--- config.mk ---
export PLATFORM = sky130hd
export DESIGN_NAME = fetch_ctrl
export DESIGN_NICKNAME = d
export VERILOG_FILES = /design/src/rtl/fetch_ctrl_pkg.sv /design/src/rtl/fetch_ctrl_pc_reg.sv /design/src/rtl/fetch_ctrl.sv
export SDC_FILE = /design/constraint.sdc
export NUM_CORES = 1
export LEC_CHECK = 0
export CORE_MARGIN = 2
export CORE_UTILIZATION = 48
export CTS_CLUSTER_DIAMETER = 150
export DETAILED_ROUTE_END_ITERATION = 16
export PLACE_DENSITY = 0.87
export RECOVER_POWER = 25
export SLEW_MARGIN = 0
export SYNTH_ARGS = -nofsm -noshare
export SYNTH_HDL_FRONTEND = slang
export SYNTH_SLANG_ARGS = --single-unit
--- constraint.sdc ---
create_clock -name clk -period 9.75 [get_ports clk]
set_input_delay 1.95 -clock clk [delete_from_list [all_inputs] [get_ports clk]]
set_output_delay 1.95 -clock clk [all_outputs]
set_load 0.02 [all_outputs]
--- src/rtl/fetch_ctrl_pkg.sv ---
// Shared CPU package: fetch FSM state encoding, datapath widths and an
// address-alignment helper used by the fetch controller.
package fetch_ctrl_pkg;

  localparam int INST_W = 32;
  localparam int ADDR_W = 32;
  localparam int CNT_W  = 16;

  typedef enum logic [1:0] {
    IDLE   = 2'd0,
    FETCH  = 2'd1,
    ISSUE  = 2'd2,
    HALTED = 2'd3
  } fetch_state_e;

  function automatic logic [ADDR_W-1:0] align_word(input logic [ADDR_W-1:0] addr);
    return {addr[ADDR_W-1:2], 2'b00};
  endfunction

endpackage

--- src/rtl/fetch_ctrl_pc_reg.sv ---
// Architectural fetch PC: 32-bit register with write enable and
// asynchronous clear to RESET_PC.
module pc_reg
  import fetch_ctrl_pkg::*;
#(
  parameter logic [ADDR_W-1:0] RESET_PC = 32'h0000_0000
) (
  input  logic              clk,
  input  logic              clr,
  input  logic              we,
  input  logic [ADDR_W-1:0] d,
  output logic [ADDR_W-1:0] q
);

  // NOTE: sequential state uses non-blocking assignments so every register
  // samples pre-edge values regardless of block ordering.
  always_ff @(posedge clk or posedge clr) begin
    if (clr)     q <= RESET_PC;
    else if (we) q <= d;
  end

endmodule

--- src/rtl/fetch_ctrl.sv ---
// Instruction fetch controller: single-outstanding fetch, one-entry issue
// buffer toward decode, redirect with response kill, halt and issue counter.
module fetch_ctrl
  import fetch_ctrl_pkg::*;
#(
  parameter logic [ADDR_W-1:0] RESET_PC = 32'h0000_0000
) (
  input  logic              clk,
  input  logic              clr,
  output logic              imem_req,
  output logic [ADDR_W-1:0] imem_addr,
  input  logic              imem_ack,
  input  logic [INST_W-1:0] imem_rdata,
  output logic              inst_valid,
  output logic [INST_W-1:0] inst,
  output logic [ADDR_W-1:0] inst_pc,
  input  logic              inst_ready,
  input  logic              redirect,
  input  logic [ADDR_W-1:0] redirect_pc,
  input  logic              halt,
  output logic [ADDR_W-1:0] pc,
  output logic              misalign_err,
  output logic [CNT_W-1:0]  issue_cnt
);

  fetch_state_e      state;
  logic              kill;
  logic              pc_we;
  logic [ADDR_W-1:0] pc_d;

  pc_reg #(.RESET_PC(RESET_PC)) u_pc_reg (
    .clk (clk),
    .clr (clr),
    .we  (pc_we),
    .d   (pc_d),
    .q   (pc)
  );

  assign imem_addr = pc;

  // NOTE: every output of this block gets a default first so no path
  // through the case leaves a value unassigned (no latch).
  always_comb begin
    pc_we = 1'b0;
    pc_d  = pc + 32'd4;
    case (state)
      IDLE, FETCH: begin
        if (redirect) begin
          pc_we = 1'b1;
          pc_d  = align_word(redirect_pc);
        end
      end
      ISSUE: begin
        if (redirect) begin
          pc_we = 1'b1;
          pc_d  = align_word(redirect_pc);
        end else if (inst_ready) begin
          pc_we = 1'b1;
        end
      end
      default: ;
    endcase
  end

  always_ff @(posedge clk or posedge clr) begin
    if (clr) begin
      state        <= IDLE;
      imem_req     <= 1'b0;
      inst_valid   <= 1'b0;
      inst         <= '0;
      inst_pc      <= '0;
      kill         <= 1'b0;
      misalign_err <= 1'b0;
      issue_cnt    <= '0;
    end else begin
      if (redirect && state != HALTED && redirect_pc[1:0] != 2'b00)
        misalign_err <= 1'b1;

      case (state)
        IDLE: begin
          state    <= FETCH;
          imem_req <= 1'b1;
        end
        FETCH: begin
          // A redirect before the ack poisons the in-flight response; a
          // redirect coinciding with the ack simply drops that data.
          if (imem_ack) begin
            kill <= 1'b0;
            if (!redirect && !kill) begin
              inst       <= imem_rdata;
              inst_pc    <= pc;
              inst_valid <= 1'b1;
              imem_req   <= 1'b0;
              state      <= ISSUE;
            end
          end else if (redirect) begin
            kill <= 1'b1;
          end
        end
        ISSUE: begin
          if (redirect) begin
            inst_valid <= 1'b0;
            imem_req   <= 1'b1;
            state      <= FETCH;
          end else if (inst_ready) begin
            inst_valid <= 1'b0;
            if (issue_cnt != {CNT_W{1'b1}})
              issue_cnt <= issue_cnt + 16'd1;
            if (halt) begin
              state <= HALTED;
            end else begin
              imem_req <= 1'b1;
              state    <= FETCH;
            end
          end
        end
        HALTED: ;
        default: state <= IDLE;
      endcase
    end
  end

endmodule

=== After elaboration in Yosys (flattened, before gate mapping) ===
Cells that the tools add are included.
Widths: inputs -> output; s select.

* Input bits: 70
* Word-level logic and storage cells: 63
* Bits in registers: 118

* Add/subtract/negate cells: 2
* Bitwise logic cells: 1
* Equality and inequality tests: 8
* Reduce and logical (&&, ||, !) cells: 18
* Mux-type cells: 25

{| class="wikitable"
|+ Operator list
! cell !! count
|-
| $mux 32 || 2
|-
| $add 32x3->32 const B || 1
|-
| $add 16x1->16 const B || 1
|-
| $ne 16x16->1 const B || 1
|-
| $mux 1 || 14
|-
| $reduce_and 4->1 || 3
|-
| $mux 2 || 5
|-
| $ne 2x2->1 const B || 3
|-
| $ne 3x3->1 const B || 2
|-
| $pmux 2 s3 || 1
|-
| $reduce_bool 2->1 || 3
|-
| $reduce_and 5->1 || 1
|-
| $pmux 1 s2 || 2
|-
| $logic_and 1x1->1 || 3
|-
| $pmux 1 s3 || 1
|-
| $reduce_and 3->1 || 1
|-
| $reduce_bool 3->1 || 1
|-
| $reduce_or 3->1 || 1
|-
| $eq 2x1->1 const B || 1
|-
| $eq 2x2->1 const B || 1
|-
| $logic_not 1->1 || 2
|-
| $logic_not 2->1 || 1
|-
| $reduce_and 2->1 || 1
|-
| $reduce_or 2->1 || 1
|-
| $not 1->1 || 1
|}

=== Logic depth before layout (Yosys ltp) ===
* Depth in word-level cells: 5
* Depth in mapped cells: 9
* Depth with buffers taken out: 7

=== Hierarchy ===
From an unflattened synthesis, not the netlist that was laid out.

* Cell total of the unflattened synthesis: 494
* Area total of the unflattened synthesis: 5963.2 um^2

{| class="wikitable"
|+ Modules (own cells, without submodules)
! module !! sequential area each (um^2) !! times used !! cells an instance !! area each (um^2)
|-
| fetch_ctrl || 2152.1 || 1 || 425 || 4614.4
|-
| pc_reg || 800.8 || 1 || 69 || 1348.8
|}

=== Least setup slack after synthesis ===
No wires, ideal clock.

* Path type: in2reg
* From: input redirect
* To: register inst[2]
* Data arrival time: 3.089 ns
* Path slack: 6.537 ns
* Required time: 9.625 ns
* Cell stages on the path: 4
* Cells stage by stage: buf_2 nor3_2 buf_2 mux2_2

* Longest elaborated chain between the ends: 3

{| class="wikitable"
|+ RTL lines
! item !! RTL line !! RTL
|-
| start, declared || fetch_ctrl.sv:18 || <nowiki>input logic redirect,</nowiki>
|-
| $logic_not 1->1 || fetch_ctrl.sv:89 || <nowiki>if (!redirect && !kill) begin</nowiki>
|-
| $logic_and 1x1->1 || fetch_ctrl.sv:89 ||
|-
| $reduce_and 3->1 (no line) || - ||
|-
| end signal, assigned || fetch_ctrl.sv:90 || <nowiki>inst <= imem_rdata;</nowiki>
|-
| end, declared || fetch_ctrl.sv:15 || <nowiki>output logic [INST_W-1:0] inst,</nowiki>
|}

Every way passes these cells.
A chain may end at the register's enable or synchronous reset.

==> out/results.tsv <==
metric	value	unit
leak pwr	3.306	nW
Placer Congestion	0.8300	
Post-Synth XOR/XNOR Area	2.334	%
first-pass GRT wire length	25.19	mm
most common flop cell mapped by yosys	dfrtp_1	
CP Buf/Inv Count	3	
status	finished with violations	
initial antenna violation count	0	
Fmax	0.2295	GHz
drt initial violations	282	
GRT Util Overall	25.32	%
non-filler cells, final	848	
final core utilization	71.64	%
MaxCap Viol Count	1	
Crit. End Element	asynchronous set/reset pin	
vias in the first global route	4939	
CTS buffer count	17	
# placed instances	816	
DIE WIDTH	112.3	um
post-synthesis simple-gate area fraction	14.05	%
CTS resizes	0	
CTS Hold Buffers Added	0	
Critical Path RT	10210	ps
CP max FO	60	
clock root buffer	clkbuf_16	
area share of the largest cell type after synthesis	50.69	%
TritonRoute pass-1 iters	5	
Worst Max-Slew Pin Slew	2652	ps
area leader, netlist	dfrtp_1	
Placeable Area	0.01142	mm^2
hold_ws	484.5	ps
Via-to-Cell Ratio	5.738	
area grow syn2layout	45.35	%
EDFF count, synth	0	
Worst VDD drop	0.0002156	V
Final Net Count	770	
share of layout cells above drive strength 1	14.47	%
Die ar.	0.01261	mm^2
count of final hold-check violations	0	
top cells by area, synth	dfrtp_1, mux2_2, buf_4	
crit path launch type	primary input	
pwr dens	355.3	mW/mm^2
RSZ-0062 raised after global routing	no	
GRT Residual Overflow	0	
# fillers	788	
worst-case clock buffer depth	2	
Yosys reg bits	114	
Synth Instances	516	
Yosys cell types	53	
# H-tree levels	4	
delay-heaviest family, CP	buffers and inverters	
crit path time final	4358	ps
Slew HR	-77.76	%
drt wl/cell	18.81	um
arrival time at the worst endpoint	4820	ps
number of setup buffers added after CTS	0	
clk sinks	114	
Placed Area	0.007575	mm^2
Place WS	5516	ps
Worst-path clk slew	50	ps
register area share after synthesis	50.69	%
clk_lat worst skew	410	ps
Synth Warn #	0	
crit path max-delay cell type	clkinvlp_2	
drt drc	0	
Final WS setup	5392	ps
HP Class	flip-flop to flip-flop	
Final setup viols	0	
Initial Util	49.29	%
failing checks	capacitance limit, slew limit	
Mapped Area	0.005628	mm^2
fin area	0.008180	mm^2
WL final	15.95	mm
CTS tree	yes	
Synth Area in Adders	1.779	%
largest net degree at the start of global routing	64	
reg2reg setup slack	7170	ps
# diodes	0	
largest family of logic cells by synthesized area	simple AND/OR/NAND/NOR gates	
syn avg cell area	10.91	um^2
mux cell area share after synthesis	12.96	%
Top Ports	217	
Design Power	2.907	mW
Synth async-reset ratio	100.0	%
Crit Path Class	primary input to asynchronous set/reset pin	
critical-path cell list	dlygate4sd3_1 -> clkinvlp_2 -> buf_4	
fin crit share	44.70	%
die extent in y	112.3	um
Port Buffers	210	
Slew Limit Fails	61	
Compound-Gate Fraction of Synth Area	10.49	%
post-detail-place hpwl	11.04	mm
TNS Setup	0	ps
Fin Clk Skew	7.593	ps
number of core rows	39	
Largest stage delay, worst path	1490	ps
via count	4866	
antenna-violating nets left	0	
## cell usage after synthesis (4+ instances only)
cell / n
nor2_1: 18
and3_1: 10
buf_2: 16
nand2b_1: 4
nand4_1: 13
o21ai_0: 20
mux2_1: 6
nand2_1: 32
nor4_1: 4
inv_1: 8
a21oi_1: 45
ha_1: 8
nand3_1: 24
mux2_2: 57
dfrtp_1: 114
and4_1: 5
buf_4: 37
nor3_1: 11
o22ai_1: 11
clkbuf_1: 7
xnor2_1: 13
## cell usage in the layout (no fill, tap or decap), drive strengths merged, types with 18 or more instances in the layout
master / synthesis / layout
nand3: 24 / 24
clkdlybuf4s50: 0 / 187
a21oi: 46 / 46
mux2: 63 / 63
dlygate4sd3: 0 / 23
dfrtp: 114 / 114
clkbuf: 7 / 21
nor2: 18 / 18
o21ai: 21 / 21
nand2: 32 / 32
## state kept, by name, indices dropped and copies added (netlist names)
signal / flops
inst: 32
inst_pc: 30
u_pc_reg.q: 30
issue_cnt: 16
state: 2
imem_req: 1
inst_valid: 1
kill: 1
misalign_err: 1
## where the power goes
part | total [mW] | internal, mW | switching, mW
combinational | 1.36 | 0.660 | 0.704
clock | 0.644 | 0.431 | 0.213
sequential | 0.898 | 0.679 | 0.220
total | 2.91 | 1.77 | 1.14
## path summary, 6_finish.rpt
kind                                              start                    endpoint  depth (start not counted)
worst max-delay path                                clr     inst_pc[22]$_DFFE_PP0P_                          3
worst min-delay path            inst_pc[30]$_DFFE_PP0P_     inst_pc[30]$_DFFE_PP0P_                          1
worst max register to register     state[1]$_DFFE_PP0P_  u_pc_reg.q[29]$_DFFE_PP0P_                          7
worst min register to register  inst_pc[30]$_DFFE_PP0P_     inst_pc[30]$_DFFE_PP0P_                          1
max in group clk                               redirect  u_pc_reg.q[29]$_DFFE_PP0P_                          6
min in group asynchronous                           clr   issue_cnt[15]$_DFFE_PP0P_                          2
## layout make-up
cell class                      count  area (um^2)  area share (%)
Inverter                            8        31.28          0.3824
Sequential cell                   114         2853           34.87
Tap cell                          143        178.9           2.187
Multi-Input combinational cell    337         2375           29.03
Clock inverter                     11        160.2           1.958
Clock buffer                       21        450.4           5.506
Timing Repair Buffer              214         2132           26.06
## cells by family (layout without fill, tap and decap cells)
logic type	after synthesis	count (layout)
and+or+nand+nor	142	142
AOI/OAI and AO/OA	101	101
buffers and inverters	70	254
other	1	6
DFF	114	114
adders and majority gates	8	8
xor gates and xnor gates	15	15
muxes	65	65
## metal layers
metal | global-route usage (%) | wire length [um] | up-vias
met3 | 9.827 | 1660 | 31
met2 | 41.69 | 7823 | 263
met1 | 29.89 | 6120 | 2380
met4 | 10.33 | 345 | 0
li1 | - | - | 2192
met5 | 0 | 0 | -
(Power assumes the default switching activity.)
